==> src/rtl/mul_div_pkg.sv <==
// Shared types and constants for the multi-cycle signed multiply/divide engine.
package mul_div_pkg;

   localparam int ITERS = 32;

   localparam logic OP_MUL = 1'b0;
   localparam logic OP_DIV = 1'b1;

   typedef enum logic [1:0] {
      IDLE = 2'd0,
      RUN  = 2'd1,
      FIX  = 2'd2,
      DONE = 2'd3
   } state_t;

endpackage

==> src/rtl/addsub_33.sv <==
// Guard-bit add/subtract shared by the Booth step and the restoring-divide trial subtract.
module addsub_33 #(
   parameter int W = 33
) (
   input  logic [W-1:0] x,
   input  logic [W-1:0] y,
   input  logic         sub,
   output logic [W-1:0] sum
);

   assign sum = sub ? (x - y) : (x + y);

endmodule

==> src/rtl/mul_div_unit.sv <==
// Multi-cycle signed multiply (radix-2 Booth) / divide (restoring on magnitudes) engine.
// One iteration per clock, followed by a sign-fix cycle and a one-cycle done pulse.
module mul_div_unit
   import mul_div_pkg::*;
#(
   parameter int WIDTH = ITERS
) (
   input  logic             clk,
   input  logic             clr,
   input  logic             start,
   input  logic             op,
   input  logic [WIDTH-1:0] a,
   input  logic [WIDTH-1:0] b,
   output logic             busy,
   output logic             done,
   output logic             div_by_zero,
   output logic [WIDTH-1:0] hi_out,
   output logic [WIDTH-1:0] lo_out
);

   localparam int CW = $clog2(WIDTH);

   state_t           state, state_nxt;
   logic             op_r;
   logic             neg_q;
   logic             neg_r;
   logic             q_1;
   logic [WIDTH:0]   acc;
   logic [WIDTH:0]   mcand;
   logic [WIDTH-1:0] mq;
   logic [CW-1:0]    cnt;

   logic             last_iter;
   logic             dbz_run;
   logic [WIDTH:0]   div_shift;
   logic [WIDTH:0]   as_x;
   logic             as_sub;
   logic [WIDTH:0]   as_sum;
   logic [WIDTH:0]   booth_acc;

   function automatic logic [WIDTH-1:0] mag(input logic [WIDTH-1:0] v);
      return v[WIDTH-1] ? -v : v;
   endfunction

   // acc doubles as the Booth accumulator and the divide partial remainder;
   // mq holds the multiplier (shifting out) or the dividend/quotient (shifting in).
   assign last_iter = (cnt == CW'(WIDTH - 1));
   assign dbz_run   = (op_r == OP_DIV) && (mcand == '0);
   assign div_shift = {acc[WIDTH-1:0], mq[WIDTH-1]};
   assign as_x      = (op_r == OP_DIV) ? div_shift : acc;
   assign as_sub    = (op_r == OP_DIV) | (mq[0] & ~q_1);
   assign booth_acc = (mq[0] ^ q_1) ? as_sum : acc;

   addsub_33 #(.W(WIDTH + 1)) u_addsub (
      .x   (as_x),
      .y   (mcand),
      .sub (as_sub),
      .sum (as_sum)
   );

   assign busy = (state == RUN) || (state == FIX);
   assign done = (state == DONE);

   // NOTE: sequential state uses non-blocking assignments so every register
   // samples pre-edge values regardless of statement order.
   always_ff @(posedge clk or negedge clr) begin
      if (!clr) begin
         state <= IDLE;
      end else begin
         state <= state_nxt;
      end
   end

   // NOTE: state_nxt gets a default before the case so no path leaves it
   // unassigned, which would otherwise infer a latch.
   always_comb begin
      state_nxt = state;
      case (state)
         IDLE: if (start) state_nxt = RUN;
         RUN: begin
            if (dbz_run)        state_nxt = DONE;
            else if (last_iter) state_nxt = FIX;
         end
         FIX:     state_nxt = DONE;
         DONE:    state_nxt = IDLE;
         default: state_nxt = IDLE;
      endcase
   end

   // NOTE: every datapath register is reset, so an aborted operation leaves
   // no stale operands or results behind.
   always_ff @(posedge clk or negedge clr) begin
      if (!clr) begin
         op_r        <= OP_MUL;
         neg_q       <= 1'b0;
         neg_r       <= 1'b0;
         q_1         <= 1'b0;
         acc         <= '0;
         mcand       <= '0;
         mq          <= '0;
         cnt         <= '0;
         div_by_zero <= 1'b0;
         hi_out      <= '0;
         lo_out      <= '0;
      end else begin
         case (state)
            IDLE: begin
               if (start) begin
                  op_r        <= op;
                  cnt         <= '0;
                  acc         <= '0;
                  q_1         <= 1'b0;
                  div_by_zero <= 1'b0;
                  if (op == OP_DIV) begin
                     mcand <= {1'b0, mag(b)};
                     mq    <= mag(a);
                     neg_q <= a[WIDTH-1] ^ b[WIDTH-1];
                     neg_r <= a[WIDTH-1];
                  end else begin
                     mcand <= {a[WIDTH-1], a};
                     mq    <= b;
                     neg_q <= 1'b0;
                     neg_r <= 1'b0;
                  end
               end
            end
            RUN: begin
               if (dbz_run) begin
                  // Re-signing |a| recovers the original dividend bit pattern.
                  hi_out      <= neg_r ? -mq : mq;
                  lo_out      <= '1;
                  div_by_zero <= 1'b1;
               end else begin
                  cnt <= cnt + 1'b1;
                  if (op_r == OP_MUL) begin
                     acc <= {booth_acc[WIDTH], booth_acc[WIDTH:1]};
                     mq  <= {booth_acc[0], mq[WIDTH-1:1]};
                     q_1 <= mq[0];
                  end else begin
                     acc <= as_sum[WIDTH] ? div_shift : as_sum;
                     mq  <= {mq[WIDTH-2:0], ~as_sum[WIDTH]};
                  end
               end
            end
            FIX: begin
               if (op_r == OP_MUL) begin
                  {hi_out, lo_out} <= {acc[WIDTH-1:0], mq};
               end else begin
                  lo_out <= neg_q ? -mq : mq;
                  hi_out <= neg_r ? -acc[WIDTH-1:0] : acc[WIDTH-1:0];
               end
            end
            default: ;
         endcase
      end
   end

endmodule

==> config.mk <==
export PLATFORM = sky130hd
export DESIGN_NAME = mul_div_unit
export DESIGN_NICKNAME = d
export VERILOG_FILES = /design/src/rtl/mul_div_pkg.sv /design/src/rtl/addsub_33.sv /design/src/rtl/mul_div_unit.sv
export SDC_FILE = /design/constraint.sdc
export NUM_CORES = 1
export LEC_CHECK = 0
export CAP_MARGIN = 10
export CORE_MARGIN = 5
export CORE_UTILIZATION = 50
export CTS_BUF_LIST = sky130_fd_sc_hd__clkbuf_4 sky130_fd_sc_hd__clkbuf_8 sky130_fd_sc_hd__clkbuf_16
export DETAILED_ROUTE_END_ITERATION = 16
export GPL_ROUTABILITY_DRIVEN = 0
export PLACE_DENSITY = 0.75
export SLEW_MARGIN = 10
export SYNTH_ARGS = -nofsm -noshare
export SYNTH_HDL_FRONTEND = slang
export SYNTH_HIERARCHICAL = 1
export SYNTH_SLANG_ARGS = --single-unit
==> constraint.sdc <==
create_clock -name clk -period 7.45 [get_ports clk]
set_clock_uncertainty 0.15 [all_clocks]
set_input_delay 0.745 -clock clk [delete_from_list [all_inputs] [get_ports clk]]
set_output_delay 0.745 -clock clk [all_outputs]
set_load 0.005 [all_outputs]
## After elaboration in Yosys (flattened, before gate mapping)

Cells that the tools add are included.

- Register bits after elaboration: 174
- Logic and storage cells: 86
- Input port bits: 68
- Bits in latches: 0
- Output and inout bits: 67
- Bits in read-only memories: 0
- Bits in writable memories: 0
- Memories kept: 0

- Bitwise logic cells: 6
- Shifts and indexed selects: 0
- $add $sub $neg: 7
- Multiply operators: 0
- Reductions and logical operators: 12
- Multiplexer cells: 40
- $lt $le $gt $ge: 0
- Div/mod/pow operators: 0
- Equal/unequal tests: 9

Operators by type and width:

| operator | count |
|---|---|
| two-way mux 32 bit | 13 |
| two-way mux 33 bit | 8 |
| one-hot mux 32 bit (2 select lines) | 3 |
| negator 32 bit | 4 |
| one-hot mux 33 bit (2 select lines) | 1 |
| adder 33 bit | 1 |
| logical NOT 33 bit | 1 |
| subtractor 33 bit | 1 |
| two-way mux 5 bit | 2 |
| one-hot mux 5 bit (2 select lines) | 1 |
| inequality test 2 bit, second input constant | 4 |
| one-hot mux 2 bit (4 select lines) | 1 |
| two-way mux 1 bit | 6 |
| two-way mux 2 bit | 3 |
| AND reduction 2 bit | 3 |
| AND reduction 3 bit | 2 |
| adder 5 x 1 -> 5 bit, second input constant | 1 |
| == test 5 bit, second input constant | 1 |
| == test 2 bit, second input constant | 2 |
| one-hot mux 1 bit (2 select lines) | 2 |
| AND reduction 4 bit | 1 |
| nonzero test 2 bit | 2 |
| inequality test 3 bit, second input constant | 1 |
| == test 2 x 1 -> 1 bit, second input constant | 1 |
| 7 further kinds | 9 |

## Longest topological paths before layout

Gate-level depths: netlist of run 1.

- Depth in word-level cells: 8
- Gate-level depth with buffers: 23

## Hierarchy

Netlist of run 1, hierarchy kept.

Modules (own cells, without submodules):

| module | area an instance (um^2) | times used | cells an instance |
|---|---|---|---|
| mul_div_unit | 12,964.9 | 1 | 1,547 |
| addsub_33 | 2,528.7 | 1 | 370 |

## Least setup slack after synthesis of run 1

Ideal clock, no wire load.

- Kind: register to register
- From: register op_r
- To: register acc[25]
- Arrival time: 5,227 ps
- Cell stages (with the launch flop): 23
- Setup time: 121 ps
- Data required time: 7,179 ps
- Path buffers: 8
- Setup slack: 1,952 ps
- Path through: dfrtp_1 clkbuf_1 clkbuf_1 clkbuf_1 clkbuf_1 or2_2 clkbuf_1 nor2_1 xnor2_1 ha_1 buf_2 a21o_1 a311oi_2 or4_4 a31o_2 o21ai_2 a211oi_1 xnor2_1 clkbuf_1 buf_1 mux2i_1 a21oi_1 a22o_1

RTL lines:

| what | line | text |
|---|---|---|
| from (decl) | mul_div_unit.sv:24 | `logic op_r;` |
| from (signal assigned) | mul_div_unit.sv:109 | `op_r <= op;` |
| OR 1 bit | mul_div_unit.sv:51 | `assign as_sub = (op_r == OP_DIV) \| (mq[0] & ~q_1);` |
| via as_sub | mul_div_unit.sv:37 | `logic as_sub;` |
| two-way mux 33 bit | addsub_33.sv:11 | `assign sum = sub ? (x - y) : (x + y);` |
| via as_sum[32] | mul_div_unit.sv:38 | `logic [WIDTH:0] as_sum;` |
| two-way mux 33 bit | mul_div_unit.sv:140 | `acc <= as_sum[WIDTH] ? div_shift : as_sum;` |
| two-way mux 33 bit | mul_div_unit.sv:135 | `if (op_r == OP_MUL) begin` |
| two-way mux 33 bit | mul_div_unit.sv:128 | `if (dbz_run) begin` |
| one-hot mux 33 bit (2 select lines) | mul_div_unit.sv:106 | `case (state)` |
| to (signal assigned) | mul_div_unit.sv:136 | `acc <= {booth_acc[WIDTH], booth_acc[WIDTH:1]};` |
| to (signal assigned) | mul_div_unit.sv:140 |  |
| to (decl) | mul_div_unit.sv:28 | `logic [WIDTH:0] acc;` |

The timed path passes the listed nets, and every way through them passes these cells. The select of a mux whose other input is x is not followed.
A chain may end at the register's enable or synchronous reset.

## Final worst setup path of run 1

- From: register mcand[6]
- To: register acc[31]

- Longest elaborated chain between the ends: 6

Ends and longest elaborated chain:

| what | line | text |
|---|---|---|
| from (decl) | mul_div_unit.sv:29 | `logic [WIDTH:0] mcand;` |
| from (signal assigned) | mul_div_unit.sv:115 | `mcand <= {1'b0, mag(b)};` |
| from (signal assigned) | mul_div_unit.sv:120 | `mcand <= {a[WIDTH-1], a};` |
| adder 33 bit / subtractor 33 bit (equally long branches) | addsub_33.sv:11 |  |
| two-way mux 33 bit * | addsub_33.sv:11 |  |
| via as_sum[32] | mul_div_unit.sv:38 |  |
| two-way mux 33 bit, on equally long branches | mul_div_unit.sv:52, mul_div_unit.sv:140 |  |
| two-way mux 33 bit * | mul_div_unit.sv:135 |  |
| two-way mux 33 bit * | mul_div_unit.sv:128 |  |
| one-hot mux 33 bit (2 select lines) * | mul_div_unit.sv:106 |  |

The timed path passes the listed nets; every way through them passes the cells marked *. The select of a mux whose other input is x is not followed.

==> results of run 1 <==
-- cells by family (layout without fill, tap and decap cells) --
kind of cell	after synthesis	in the layout	share of synthesized area [%]
compound gates	601	601	24.7
xor+xnor	192	192	10.9
fa+ha+maj	46	46	3.76
buf+inv	212	220	5.27
flops	174	174	28.1
mux	133	133	8.96
simple gates	559	559	18.4
-- cell usage after synthesis, types with 6 or more instances --
library cell,instances
sky130_fd_sc_hd__nand2b_1,15
sky130_fd_sc_hd__and3_1,6
sky130_fd_sc_hd__a221o_1,7
sky130_fd_sc_hd__ha_1,45
sky130_fd_sc_hd__nor2_1,139
sky130_fd_sc_hd__xnor2_1,118
sky130_fd_sc_hd__a31oi_1,48
sky130_fd_sc_hd__o41ai_1,20
sky130_fd_sc_hd__mux2_2,46
sky130_fd_sc_hd__a311oi_1,8
sky130_fd_sc_hd__or2_2,9
sky130_fd_sc_hd__buf_1,22
sky130_fd_sc_hd__or3_1,20
sky130_fd_sc_hd__mux2i_1,87
sky130_fd_sc_hd__nor4_1,21
sky130_fd_sc_hd__a22o_1,29
sky130_fd_sc_hd__a21oi_1,167
sky130_fd_sc_hd__nor3b_1,22
sky130_fd_sc_hd__a211oi_1,51
sky130_fd_sc_hd__o211ai_1,8
sky130_fd_sc_hd__and2_1,7
sky130_fd_sc_hd__or4_1,13
sky130_fd_sc_hd__dfrtp_1,174
sky130_fd_sc_hd__o21ai_0,145
sky130_fd_sc_hd__a21o_1,31
sky130_fd_sc_hd__nor3_1,48
sky130_fd_sc_hd__inv_1,37
sky130_fd_sc_hd__nand3_1,30
sky130_fd_sc_hd__o31ai_1,33
sky130_fd_sc_hd__nand4_1,6
sky130_fd_sc_hd__nor2b_1,45
sky130_fd_sc_hd__nand4b_1,6
sky130_fd_sc_hd__clkbuf_1,145
sky130_fd_sc_hd__xor2_1,74
sky130_fd_sc_hd__o21a_1,7
sky130_fd_sc_hd__nand2_1,144
-- stage by stage --
stage / hold WS, ns / utilization (%)
4_1_cts: 0.333 / 56.9
6_report: 0.272 / 56.9
3_3_place_gp: 0.305 / 55.0
2_1_floorplan: 0.299 / -
5_1_grt: 0.355 / 56.9
3_5_place_dp: 0.316 / 55.0
-- per-layer routing --
| layer | track usage (%) | wire length, um | vias to the layer above |
|---|---|---|---|
| met5 | 0 | 0 | - |
| met3 | 4.67 | 4830 | 121 |
| li1 | - | - | 6954 |
| met2 | 41.3 | 21000 | 870 |
| met4 | 12.0 | 2210 | 0 |
| met1 | 39.2 | 20600 | 7060 |
-- sequential cells by signal, summed over array words and instances, names as in the netlist --
register,cells
neg_r,1
cnt,5
neg_q,1
div_by_zero,1
acc,33
hi_out,32
state,2
mcand,33
mq,32
q_1,1
op_r,1
lo_out,32
-- cell type report --
type                    count  area share, %
clock buffers              18           2.49
clock inverters            14          0.906
inverters                  38          0.820
multi-input cells        1531           59.5
flip-flops and latches    174           25.0
well taps                 396           2.85
repair buffers            150           8.38
-- power by group --
part           leakage (nW)  switching [mW]  internal, mW
sequential             2.09           0.779          1.36
clock                 0.292           0.454         0.456
combinational          4.51            3.92          3.12
total                  6.90            5.15          4.94
-- final timing paths --
check,to,slack [ns],cells past startpoint
hold / removal,mcand[16],0.27,1
setup / recovery,acc[31],1.77,19
max in group asynchronous,lo_out[4],5.37,2
min in group clk,hi_out[10],0.32,2
hold reg to reg,hi_out[10],0.32,2
setup reg to reg,acc[31],1.77,19
-- cells in the final DEF, fill, tap and decap left out, types with 8 or more instances in the layout --
| cell | synthesis | layout |
|---|---|---|
| sky130_fd_sc_hd__nand2b_1 | 15 | 15 |
| sky130_fd_sc_hd__or3_1 | 20 | 20 |
| sky130_fd_sc_hd__ha_1 | 45 | 43 |
| sky130_fd_sc_hd__dfrtp_1 | 174 | 173 |
| sky130_fd_sc_hd__a22o_1 | 29 | 29 |
| sky130_fd_sc_hd__nor2b_1 | 45 | 45 |
| sky130_fd_sc_hd__buf_4 | 0 | 16 |
| sky130_fd_sc_hd__mux2i_1 | 87 | 87 |
| sky130_fd_sc_hd__inv_1 | 37 | 37 |
| sky130_fd_sc_hd__o31ai_1 | 33 | 33 |
| sky130_fd_sc_hd__nor2_1 | 139 | 139 |
| sky130_fd_sc_hd__o211ai_1 | 8 | 8 |
| sky130_fd_sc_hd__a211oi_1 | 51 | 51 |
| sky130_fd_sc_hd__nor3_1 | 48 | 48 |
| sky130_fd_sc_hd__nand3_1 | 30 | 30 |
| sky130_fd_sc_hd__xnor2_1 | 118 | 117 |
| sky130_fd_sc_hd__o41ai_1 | 20 | 20 |
| sky130_fd_sc_hd__a311oi_1 | 8 | 8 |
| sky130_fd_sc_hd__xor2_1 | 74 | 74 |
| sky130_fd_sc_hd__or4_1 | 13 | 13 |
| sky130_fd_sc_hd__nand2_1 | 144 | 143 |
| sky130_fd_sc_hd__a31oi_1 | 48 | 48 |
| sky130_fd_sc_hd__nor3b_1 | 22 | 21 |
| sky130_fd_sc_hd__mux2_2 | 46 | 46 |
| sky130_fd_sc_hd__or2_2 | 9 | 9 |
| sky130_fd_sc_hd__clkdlybuf4s50_1 | 0 | 132 |
| sky130_fd_sc_hd__o21ai_0 | 145 | 145 |
| sky130_fd_sc_hd__nor4_1 | 21 | 21 |
| sky130_fd_sc_hd__a21oi_1 | 167 | 166 |
| sky130_fd_sc_hd__a21o_1 | 31 | 29 |
| sky130_fd_sc_hd__clkbuf_16 | 0 | 17 |
==> key figures, run 1 <==
Cells and area
  • Area of the multi-input gates: 0.0104 sq mm
  • Cell Count, Final, Fillers Out: 2321
  • Area growth from synthesis to layout: 12.3%
  • Net count reported at finish: 2026
  • Fraction of layout instances using a drive strength above 1: 7.17%
  • Area taken by flip-flops and latches: 0.00436 sq mm
  • N_diodes: 0
  • Final cell area excluding filler cells: 0.0174 sq mm
  • Fillers: 2672

Critical path
  • Nature of the critical path endpoint: flop
  • Family with the most delay on the worst path: compound AO/OA/AOI/OAI gates
  • Cells along the critical path: or4_4, or3_4, nor3b_4, and2_2, a21oi_1, xnor2_1, ha_1, a21oi_1, o21ai_0, a31oi_1, a31o_2, o21ai_2, a211oi_1, xnor2_2, buf_4, mux2_2, o21ai_0, a211oi_1, a21o_1
  • Buffers plus inverters on the worst setup path: 1
  • Biggest cell delay along the critical path: 0.58 ns
  • Reg-to-reg critical path startpoint: mcand[6]
  • Arrival time of the worst setup path: 5.92 ns
  • Crit start category: flop
  • CP max stage cell: sky130_fd_sc_hd__or4_4
  • Largest fanout on the critical path: 35
  • Endpoint required time on the critical path: 7.68 ns
  • Worst Setup SP: mcand[6]
  • Type of the worst setup path: reg2reg

Hold path
  • Hold WC Path Type: in2async

Logic synthesis
  • Cells after Synth: 1917
  • Post-synthesis net count: 2031
  • Register area share after synthesis: 28.1%
  • Post-synth top flop: sky130_fd_sc_hd__dfrtp_1
  • Top post-synthesis cells by area: sky130_fd_sc_hd__dfrtp_1 (28%), sky130_fd_sc_hd__xnor2_1 (6.7%), sky130_fd_sc_hd__mux2i_1 (5.6%)
  • Yosys Warn Count: 6
  • Post-synthesis sequential element count: 174
  • Number of distinct standard cells referenced by the synthesized netlist: 81
  • FFs w/ async S/R, synth: 100%
  • Count of flip-flops with a built-in enable after synthesis: 0
  • Synth Area per Inst: 8.08 sq um
  • Share of Yosys cell area claimed by the top area cell type: 28.1%
  • Netlist area before placement: 0.0155 sq mm
  • Biggest area consumer among synthesized cells: sky130_fd_sc_hd__dfrtp_1

CTS
  • Post-CTS setup buffer count: 0
  • Clock tree from TritonCTS: yes
  • CTS Sinks: 174
  • # H-tree levels: 4
  • Post-CTS resize count: 0
  • Post-CTS Hold Buffers: 0
  • Longest Clk Path Bufs: 2
  • Worst-skew pair later-pin latency: 0.46 ns
  • Clock-pin transition on the worst setup and hold timing paths: 0.07 ns
  • CTS Buf Count: 17
  • Clock root buffer: sky130_fd_sc_hd__clkbuf_16

Detailed routing
  • Aggregate routed wire length: 48700 um
  • Avg Vias per Cell: 6.46
  • Remaining antenna violation count: 0
  • First DRT Iteration DRCs: 1703
  • DR vias: 15000
  • Number of design rule violations left after detail routing: 0
  • First-pass detailed-route iteration total: 6
  • Wirelength per Cell: 21.0 um

Status
  • Run status: finished clean

Placement
  • Placed inst area: 0.0168 sq mm
  • Detailed-placement wirelength estimate: 36300 um
  • Number of placed instances with taps included: 2289
  • Worst setup timing slack at the placement stage: 1.90 ns
  • I/O Buffers: 134

Timing
  • Actual slew at the worst max-slew pin: 1.36 ns
  • Fraction of the cycle the final worst path needs: 76.3%
  • Unrepaired setup endpoints after global routing: false
  • Setup violators final: 0
  • Time the worst path needs with I/O delays and setup: 5.68 ns
  • Min setup slack post-route: 1.77 ns
  • Highest Clock Rate: 176 MHz
  • Number of slew-limit violations in the final report: 0
  • Total negative setup slack: 0 ns
  • Final number of hold-violating endpoints: 0
  • Headroom to the max-slew limit: 6.78%

Power and ir drop
  • Power density of the placed cells: 580 mW/mm^2
  • PnR Total Power: 10.1 mW
  • Max IR drop VDD: 0.478 mV
  • Lkg Pwr: 6.90 nW

Floorplan
  • Number of top-level pins: 135
  • Die area: 0.0346 sq mm
  • DIE WIDTH: 186 um
  • Initial cell density of the core: 50.7%
  • Die Height: 186 um
  • Row count: 64
  • Core outline area: 0.0306 sq mm

Job
  • Max-capacitance violation count: 0

GRT
  • Pin count of the biggest net entering global routing: 109
  • Initial antenna violation count: 0
  • Overall Global Routing Usage: 27.5%
  • Overall overflow remaining after global route: 0
  • First-pass GRT wire length: 75900 um
  • Number of global-route vias before repair: 13800
Power figures use the tool's default switching activity.
==> run 2, diff against run 1 <==
==> constraint.sdc (replaced) <==
create_clock -name clk -period 5.9 [get_ports clk]
set_clock_uncertainty 0.15 [all_clocks]
set_input_delay 0.59 -clock clk [delete_from_list [all_inputs] [get_ports clk]]
set_output_delay 0.59 -clock clk [all_outputs]
set_load 0.005 [all_outputs]
==> run 2 against run 1 <==
Sequential power up 24%. Final cell count up 0.26%. Non-clock buffer count up 6. Register-to-register slack worse by 1.3 ns. Setup slack worse by 1.3 ns. Hold slack better by 0.062 ns. Critical path type unchanged. Largest cell class unchanged.
==> key figures, run 2 (synthesized netlist as in run 1, its figures left out) <==
CTS
  • # H-tree levels: 4 (unchanged)
  • Post-CTS setup buffer count: 0 (unchanged)
  • Worst-skew pair later-pin latency: 0.44 ns (-0.02 ns)
  • Clock root buffer: sky130_fd_sc_hd__clkbuf_16
  • CTS Buf Count: 17 (unchanged)
  • Longest Clk Path Bufs: 2 (unchanged)
  • CTS Sinks: 174 (unchanged)
  • Clock tree from TritonCTS: yes
  • Clock-pin transition on the worst setup and hold timing paths: 0.07 ns (about the same)

Timing
  • Highest Clock Rate: 183 MHz (+3.9%)
  • Final number of hold-violating endpoints: 0 (unchanged)
  • Headroom to the max-slew limit: 18.6% (+12 points)
  • Number of slew-limit violations in the final report: 0 (unchanged)
  • Actual slew at the worst max-slew pin: 1.22 ns (-0.145 ns)
  • Minimum hold slack: 0.333 ns (+0.0615 ns)
  • Min setup slack post-route: 0.430 ns (-1.34 ns)
  • Total negative setup slack: 0 ns (unchanged)
  • Time the worst path needs with I/O delays and setup: 5.47 ns (-0.212 ns)
  • Unrepaired setup endpoints after global routing: false
  • Fraction of the cycle the final worst path needs: 92.7% (+16 points)
  • Setup violators final: 0 (unchanged)

Detailed routing
  • Aggregate routed wire length: 49400 um (+1.4%)
  • Wirelength per Cell: 21.2 um (+1.1%)
  • DR vias: 15100 (+0.79%)
  • Avg Vias per Cell: 6.50 (+0.53%)
  • Top layer reached by signal wires: met4
  • First DRT Iteration DRCs: 2142 (+26%)
  • Number of design rule violations left after detail routing: 0 (unchanged)
  • Remaining antenna violation count: 0 (unchanged)
  • First-pass detailed-route iteration total: 6 (unchanged)
  • Met2 wire length: 21300 um (+1.5%)
  • WL met3: 4630 um (-4.0%)
  • M1 wire length: 21300 um (+2.9%)

Cells and area
  • N_diodes: 0 (unchanged)
  • Fraction of layout instances using a drive strength above 1: 7.41% (+0.24 points)
  • Commonest cells after routing, fill and taps aside: sky130_fd_sc_hd__dfrtp_1 (173), sky130_fd_sc_hd__a21oi_1 (166), sky130_fd_sc_hd__o21ai_0 (145), sky130_fd_sc_hd__nand2_1 (143), sky130_fd_sc_hd__nor2_1 (139)
  • Core occupancy in the finished layout: 57.1% (+0.19 points)
  • Area growth from synthesis to layout: 12.7%
  • Most frequent standard cell in the layout excluding fill and tap cells: sky130_fd_sc_hd__dfrtp_1
  • Fillers: 2721 (+1.8%)
  • Final cell area excluding filler cells: 0.0175 sq mm (+0.33%)
  • Net count reported at finish: 2032 (+0.30%)
  • Cell Count, Final, Fillers Out: 2327 (+0.26%)
  • Top Registers: acc: 33 flops, mcand: 33 flops

Placement
  • Worst setup timing slack at the placement stage: 0.518 ns (-1.38 ns)
  • Detailed-placement wirelength estimate: 37000 um (+1.9%)
  • Placed inst area: 0.0169 sq mm (+0.30%)
  • Number of placed instances with taps included: 2294 (+0.22%)
  • I/O Buffers: 134 (unchanged)

Power and ir drop
  • Lkg Pwr: 6.92 nW (+0.30%)
  • PnR Total Power: 12.9 mW (+28%)
  • Max IR drop VDD: 0.409 mV (-14%)
  • Power density of the placed cells: 738 mW/mm^2 (+27%)

Floorplan
  • Initial cell density of the core: 50.7% (unchanged)
  • DIE WIDTH: 186 um (unchanged)
  • Number of top-level pins: 135 (unchanged)
  • Row count: 64 (unchanged)
  • Core outline area: 0.0306 sq mm (unchanged)
  • Die Height: 186 um (unchanged)
  • Die area: 0.0346 sq mm (unchanged)

Critical path
  • Crit start category: flop
  • Endpoint required time on the critical path: 6.08 ns (-1.60 ns)
  • Largest fanout on the critical path: 26 (-26%)
  • Nature of the critical path endpoint: flop
  • Worst Setup SP: mcand[6]
  • Reg-to-reg critical path startpoint: mcand[6]
  • Type of the worst setup path: reg2reg
  • Arrival time of the worst setup path: 5.65 ns (-0.27 ns)

Job
  • Max-capacitance violation count: 0 (unchanged)

GRT
  • Pin count of the biggest net entering global routing: 70 (-36%)
  • Number of global-route vias before repair: 13900 (+1.2%)
  • Overall Global Routing Usage: 28.1% (+0.51 points)
  • Initial antenna violation count: 0 (unchanged)
  • Overall overflow remaining after global route: 0 (unchanged)
  • First-pass GRT wire length: 77400 um (+2.0%)

Hold path
  • Hold WC Path Type: reg2reg
  • Worst Min Path Start: hi_out[3]

Status
  • Run status: finished clean
[run 2: per-layer routing]
layer	track usage [%]	vias up
met3	4.44	141
met2	41.5	868
li1	-	6974
met4	11.4	0
met5	0	-
met1	40.9	7141
[run 2: path summary, 6_finish.rpt]
check	cells past startpoint	slack (ns)	to
min in group asynchronous	2	0.49	mcand[30]
setup reg to reg	19	0.43	acc[9]
max in group asynchronous	3	3.83	op_r
setup / recovery	19	0.43	acc[9]
hold reg to reg	2	0.33	hi_out[3]
hold / removal	2	0.33	hi_out[3]
[run 2: critical path, stage by stage, from the launching register on]
cell and delay, ns:
sky130_fd_sc_hd__dfrtp_1 0.43, sky130_fd_sc_hd__or4_4 0.57, sky130_fd_sc_hd__or3_4 0.36, sky130_fd_sc_hd__nor3b_4 0.30
sky130_fd_sc_hd__nand2_2 0.10, sky130_fd_sc_hd__nor2_4 0.18, sky130_fd_sc_hd__a21oi_1 0.10, sky130_fd_sc_hd__xnor2_1 0.13
sky130_fd_sc_hd__ha_1 0.35, sky130_fd_sc_hd__a21o_1 0.19, sky130_fd_sc_hd__a21o_1 0.18, sky130_fd_sc_hd__a21o_1 0.19
sky130_fd_sc_hd__a221oi_1 0.38, sky130_fd_sc_hd__o21ai_0 0.15, sky130_fd_sc_hd__a211oi_1 0.35, sky130_fd_sc_hd__xnor2_2 0.36
sky130_fd_sc_hd__buf_12 0.31, sky130_fd_sc_hd__mux2i_1 0.24, sky130_fd_sc_hd__a21oi_1 0.09, sky130_fd_sc_hd__a22o_1 0.23
[run 2: repair_timing]
item,in CTS,in global routing
hold endpoints to repair,48,0
hold buffers,1,0
gates resized for setup,0,0
[run 2: power breakdown]
group	internal (mW)	switching (mW)	total (mW)
logic	4.01	5.07	9.08
registers	1.72	0.929	2.65
clock network	0.610	0.544	1.15
[run 2: layout make-up]
| type | count | area (sq um) | share of cell area (%) |
|---|---|---|---|
| clock buffer | 19 | 440 | 2.52 |
| clock inverter | 13 | 148 | 0.846 |
| inverter | 38 | 143 | 0.817 |
| multi-input combinational | 1531 | 10400 | 59.3 |
| sequential | 174 | 4360 | 25.0 |
| tap | 396 | 495 | 2.84 |
| timing repair buffer | 156 | 1520 | 8.69 |
==> run 3, diff against run 2 <==
--- a/config.mk
+++ b/config.mk
@@ -8,9 +8,8 @@
 export CAP_MARGIN = 10
 export CORE_MARGIN = 5
 export CORE_UTILIZATION = 50
-export CTS_BUF_LIST = sky130_fd_sc_hd__clkbuf_4 sky130_fd_sc_hd__clkbuf_8 sky130_fd_sc_hd__clkbuf_16
+export CTS_BUF_LIST = sky130_fd_sc_hd__clkbuf_8
 export DETAILED_ROUTE_END_ITERATION = 16
-export GPL_ROUTABILITY_DRIVEN = 0
 export PLACE_DENSITY = 0.75
 export SLEW_MARGIN = 10
 export SYNTH_ARGS = -nofsm -noshare
==> run 3 against run 2 <==
Via count is 1.4% lower. Fmax is 1.2% lower. Clock power is 27% lower. Non-clock buffer count is 3 higher. Sequential share of layout area is 0.27 points higher. First-iteration DRC count is 11% lower. Die area stayed put. Combinational power is 0.9% higher. Largest power group unchanged.
==> key figures, run 3 (synthesized netlist as in run 1, its figures left out) <==
Cells and area
  • Fillers: 2828 (+3.9%)
  • Fraction of layout instances using a drive strength above 1: 7.50% (+0.096 points)
  • Net count reported at finish: 2035 (+0.15%)
  • Area growth from synthesis to layout: 11.5%
  • Area taken by flip-flops and latches: 0.00436 sq mm (unchanged)
  • Commonest cells after routing, fill and taps aside: sky130_fd_sc_hd__dfrtp_1 (173), sky130_fd_sc_hd__a21oi_1 (166), sky130_fd_sc_hd__o21ai_0 (145), sky130_fd_sc_hd__nand2_1 (143), sky130_fd_sc_hd__nor2_1 (139)
  • Area of the multi-input gates: 0.0104 sq mm (unchanged)
  • N_diodes: 0 (unchanged)
  • Top Registers: acc: 33 flops, mcand: 33 flops
  • Cell Count, Final, Fillers Out: 2329 (+0.086%)
  • Most frequent standard cell in the layout excluding fill and tap cells: sky130_fd_sc_hd__dfrtp_1

Power and ir drop
  • Max IR drop VDD: 0.436 mV (+6.5%)
  • Lkg Pwr: 6.84 nW (-1.1%)
  • Power density of the placed cells: 731 mW/mm^2 (-0.94%)

GRT
  • Overall overflow remaining after global route: 0 (unchanged)
  • Overall Global Routing Usage: 29.0% (+0.99 points)
  • Pin count of the biggest net entering global routing: 73 (+4.3%)
  • Initial antenna violation count: 0 (unchanged)
  • First-pass GRT wire length: 79400 um (+2.6%)
  • Number of global-route vias before repair: 14000 (+0.27%)

Hold path
  • Hold WC Path Type: reg2reg

CTS
  • Clock root buffer: sky130_fd_sc_hd__clkbuf_8
  • Clock tree from TritonCTS: yes
  • CTS Buf Count: 17 (unchanged)
  • # H-tree levels: 4 (unchanged)
  • CTS Sinks: 174 (unchanged)
  • Worst-skew pair later-pin latency: 0.49 ns (+0.05 ns)
  • Clock-pin transition on the worst setup and hold timing paths: 0.10 ns (+0.03 ns)
  • Longest Clk Path Bufs: 2 (unchanged)

Timing
  • Actual slew at the worst max-slew pin: 1.22 ns (+0.00252 ns)
  • Fraction of the cycle the final worst path needs: 93.9% (+1.2 points)
  • Final number of hold-violating endpoints: 0 (unchanged)
  • Total negative setup slack: 0 ns (unchanged)
  • Number of slew-limit violations in the final report: 0 (unchanged)
  • Setup violators final: 0 (unchanged)
  • Highest Clock Rate: 181 MHz (-1.2%)
  • Unrepaired setup endpoints after global routing: false
  • Time the worst path needs with I/O delays and setup: 5.54 ns (+0.0686 ns)
  • Headroom to the max-slew limit: 16.5% (-2.0 points)

Critical path
  • Endpoint required time on the critical path: 6.12 ns (+0.04 ns)
  • Worst setup slack for register-to-register paths: 0.36 ns (-0.07 ns)
  • Crit start category: flop
  • Family with the most delay on the worst path: compound AO/OA/AOI/OAI gates
  • Largest fanout on the critical path: 12 (-54%)
  • Buffers plus inverters on the worst setup path: 0 (-1)
  • Nature of the critical path endpoint: flop
  • Type of the worst setup path: reg2reg
  • Biggest cell delay along the critical path: 0.57 ns (about the same)
  • Most frequent CP cell: sky130_fd_sc_hd__a21o_1
  • Cells along the critical path: or4_4, or3_4, nor3b_4, nand2_2, nor2_4, a21oi_1, xnor2_1, ha_1, a21o_1, a21o_1, a21o_1, a221oi_1, o21ai_0, a211oi_1, xnor2_2, mux2_2, o21ai_0, a211oi_1, a21o_1
  • Arrival time of the worst setup path: 5.76 ns (+0.11 ns)
  • CP max stage cell: sky130_fd_sc_hd__or4_4

Detailed routing
  • Aggregate routed wire length: 50600 um (+2.4%)
  • Remaining antenna violation count: 0 (unchanged)
  • DR vias: 14900 (-1.4%)
  • Number of design rule violations left after detail routing: 0 (unchanged)
  • First DRT Iteration DRCs: 1901 (-11%)
  • Wirelength per Cell: 21.7 um (+2.3%)
  • Avg Vias per Cell: 6.40 (-1.5%)
  • First-pass detailed-route iteration total: 6 (unchanged)

Job
  • Max-capacitance violation count: 0 (unchanged)

Status
  • Run status: finished clean

Floorplan
  • Initial cell density of the core: 50.7% (unchanged)
  • DIE WIDTH: 186 um (unchanged)
  • Die area: 0.0346 sq mm (unchanged)
  • Core outline area: 0.0306 sq mm (unchanged)
  • Die Height: 186 um (unchanged)
  • Number of top-level pins: 135 (unchanged)
  • Row count: 64 (unchanged)

Placement
  • Number of placed instances with taps included: 2297 (+0.13%)
  • I/O Buffers: 134 (unchanged)
  • Detailed-placement wirelength estimate: 38200 um (+3.0%)
  • Routability congestion estimate from global placement: 1.02
==> run 3: what timing repair did <==
action	in CTS	in global routing
endpoints found under the hold margin	46	0
gates resized for setup	0	0
hold buffers	1	0
setup buffers	0	0
==> run 3: power breakdown <==
| part | internal (mW) | leakage [nW] | switching, mW |
|---|---|---|---|
| clock network | 0.313 | 0.186 | 0.521 |
| logic | 4.04 | 4.56 | 5.13 |
| registers | 1.72 | 2.09 | 0.908 |
| total | 6.07 | 6.84 | 6.55 |
==> run 3: worst paths after layout <==
kind                                 start          to  depth (start not counted)
worst max register to register    mcand[6]     acc[31]                         19
max in group asynchronous              clr  lo_out[31]                          3
worst min-delay path            hi_out[10]  hi_out[10]                          2
worst min register to register  hi_out[10]  hi_out[10]                          2
min in group asynchronous              clr   mcand[24]                          2
worst max-delay path              mcand[6]     acc[31]                         19
==> run 3: per-layer routing <==
metal	wire length, um	part of all wire [%]	GRT usage [%]	up-vias
met5	0	0	0	-
met3	4520	8.9	4.55	96
li1	-	-	-	6960
met4	1770	3.5	10.6	0
met1	21800	43	41.9	7079
met2	22400	44	44.2	782
==> run 3: cell type report <==
class                           count  share of cell area [%]
Multi-Input combinational cell   1531                    60.0
Tap cell                          396                    2.87
Inverter                           38                   0.826
Timing Repair Buffer              159                    8.92
Sequential cell                   174                    25.2
Clock buffer                       17                    1.35
Clock inverter                     14                   0.826
==> run 3: metrics by stage <==
| step | util, % | hold slack [ns] | setup WS (ns) | power, mW | area [sq um] |
|---|---|---|---|---|---|
| 2_1_floorplan | - | 0.144 | 0.402 | 9.09 | 15500 |
| 3_3_place_gp | 55.2 | 0.305 | 0.525 | 11.4 | 16900 |
| 3_5_place_dp | 55.2 | 0.320 | 0.417 | 11.6 | 16900 |
| 4_1_cts | 56.5 | 0.344 | 0.393 | 12.5 | 17300 |
| 5_1_grt | 56.5 | 0.363 | 0.0557 | 13.6 | 17300 |
| 6_report | 56.5 | 0.338 | 0.361 | 12.6 | 17300 |
==> run 3: tightest hold or removal path, stage by stage (launching register included) <==
cell,delay (ns)
sky130_fd_sc_hd__dfrtp_1,0.36
sky130_fd_sc_hd__nand2_1,0.05
sky130_fd_sc_hd__nand2_1,0.05
==> edit (flow settings as in run 1) <==
The package constant `ITERS` goes from 32 to 16.
--- a/src/rtl/mul_div_pkg.sv
+++ b/src/rtl/mul_div_pkg.sv
@@ -1,7 +1,7 @@
 // Shared types and constants for the multi-cycle signed multiply/divide engine.
 package mul_div_pkg;
 
-   localparam int ITERS = 32;
+   localparam int ITERS = 16;
 
    localparam logic OP_MUL = 1'b0;
    localparam logic OP_DIV = 1'b1;
Ports: changed (resized a, b, hi_out and lo_out); port bits go from 135 to 71. The function was not compared with the original's and may differ.
==> edit against run 1 <==
- sequential cell count is 81 lower
- sequential share of layout area is 1.4 points higher
- highest routed layer unchanged
- synthesized cell count is 49% lower
- largest power group unchanged
- total power is 54% lower
- design area is 49% lower
- routed wire length is 58% lower
- synthesized area is 50% lower
- setup slack better by 1.4 ns
==> edit: results (changes against run 1) <==
.. list-table::
   :header-rows: 1

   * - Metric
     - Value
   * - Minimum setup slack among reg-to-reg paths
     - 3.19 ns (+1.42 ns)
   * - Latest clock arrival within the worst-skew pair
     - 0.35 ns (-0.11 ns)
   * - Share of Yosys cell area claimed by the top area cell type
     - 0.300 (+0.0186)
   * - Worst reg-to-reg path cell count
     - 16 (-3)
   * - Share of cell area taken by muxes after synthesis
     - 0.0980 (+0.00831)
   * - Status
     - completed
   * - Average wire per cell in the routed design
     - 17.3 um (-17%)
   * - Synth top area cells
     - dfrtp_1 30%, mux2i_1 7.5%, nand2_1 7.0%
   * - Compound-cell area share of the yosys netlist
     - 0.209 (-0.0371)
   * - Critical Path Slowest Stage Cell
     - dfrtp_1
   * - All-Layer GR Usage
     - 0.231 (-0.0445)
   * - Via count
     - 7142 (-52%)
   * - Fin Hold WS
     - 0.0891 ns (-0.183 ns)
   * - Final Net Count
     - 1065 (-47%)
   * - TritonCTS buffer count
     - 9 (-8)
   * - Met2 track demand over resource in global routing
     - 0.360 (-0.0530)
   * - Placed Instances
     - 1177 (-49%)
   * - M1 GR Usage
     - 0.331 (-0.0605)
   * - Registers with the most flip-flops
     - acc: 17 flops, mcand: 17 flops
   * - Met3 wire length
     - 1300 um (-73%)
   * - Final worst path period share
     - 0.572 (-0.191)
   * - First drt pass iteration count
     - 5 (-1)
   * - Filler cell count in the final layout
     - 1334 (-50%)
   * - Maximum number of pins on one net before global-route repair
     - 81 (-26%)
   * - Commonest cells post-synth
     - 144 x nand2_1, 98 x o21ai_0, 93 x dfrtp_1
   * - Library cells used by synthesis
     - 66 (-19%)
   * - Static leakage power
     - 3.69 nW (-46%)
   * - Crit-path max FO
     - 19 (-46%)
   * - DP Wirelength
     - 15300 um (-58%)
   * - Global routing usage on met3
     - 0.0332 (-0.0135)
   * - Depth of the CTS H-tree
     - 3 (-1)
   * - Data arrival time at the worst-slack endpoint
     - 4.33 ns (-1.59 ns)
   * - Fraction of the mapped netlist area in adder cells
     - 0.0477 (+0.0101)
   * - Proportion of layout cells with a drive suffix above 1
     - 0.0578 (-0.0139)
   * - Global-route wire length before repair
     - 34200 um (-55%)
   * - Area after detailed placement
     - 0.00850 mm2 (-49%)
   * - Synth Instances
     - 982 (-49%)
   * - Peak supply drop
     - 284 uV (-41%)
   * - Total of buffers placed on input and output ports
     - 70 (-48%)
   * - Net Count, Synth
     - 1047 (-48%)
   * - Relative max-transition margin
     - 0.241 (+0.173)
[edit: cell count changes in the layout (fill, tap and decap cells not counted), moves of 39 or more]
cell             delta
a211oi_1           -43
a21oi_1           -100
clkdlybuf4s50_1    -63
dfrtp_1            -81
nor2_1             -55
nor2b_1            -39
nor3_1             -39
o21ai_0            -47
xnor2_1            -59
xor2_1             -41
[edit: cells by family after synthesis]
kind of cell	Yosys count
compound gates	269
flops	93
buf+inv	99
mux	74
xor+xnor	92
simple gates	326
fa+ha+maj	29
[edit: report_power, final]
part	internal (mW)	total [mW]	switching, mW	leakage, nW
sequential	0.722	1.04	0.314	1.15
combinational	1.39	3.14	1.75	2.39
clock	0.274	0.470	0.197	0.146
total	2.39	4.65	2.26	3.69
[edit: layout make-up]
class,instances,area (um2),area share
sequential,93,2330,0.265
clock inverter,4,55.1,0.00626
clock buffer,11,246,0.0280
timing repair buffer,78,758,0.0862
multi-input combinational,790,5070,0.576
inverter,28,105,0.0119
tap,188,235,0.0267
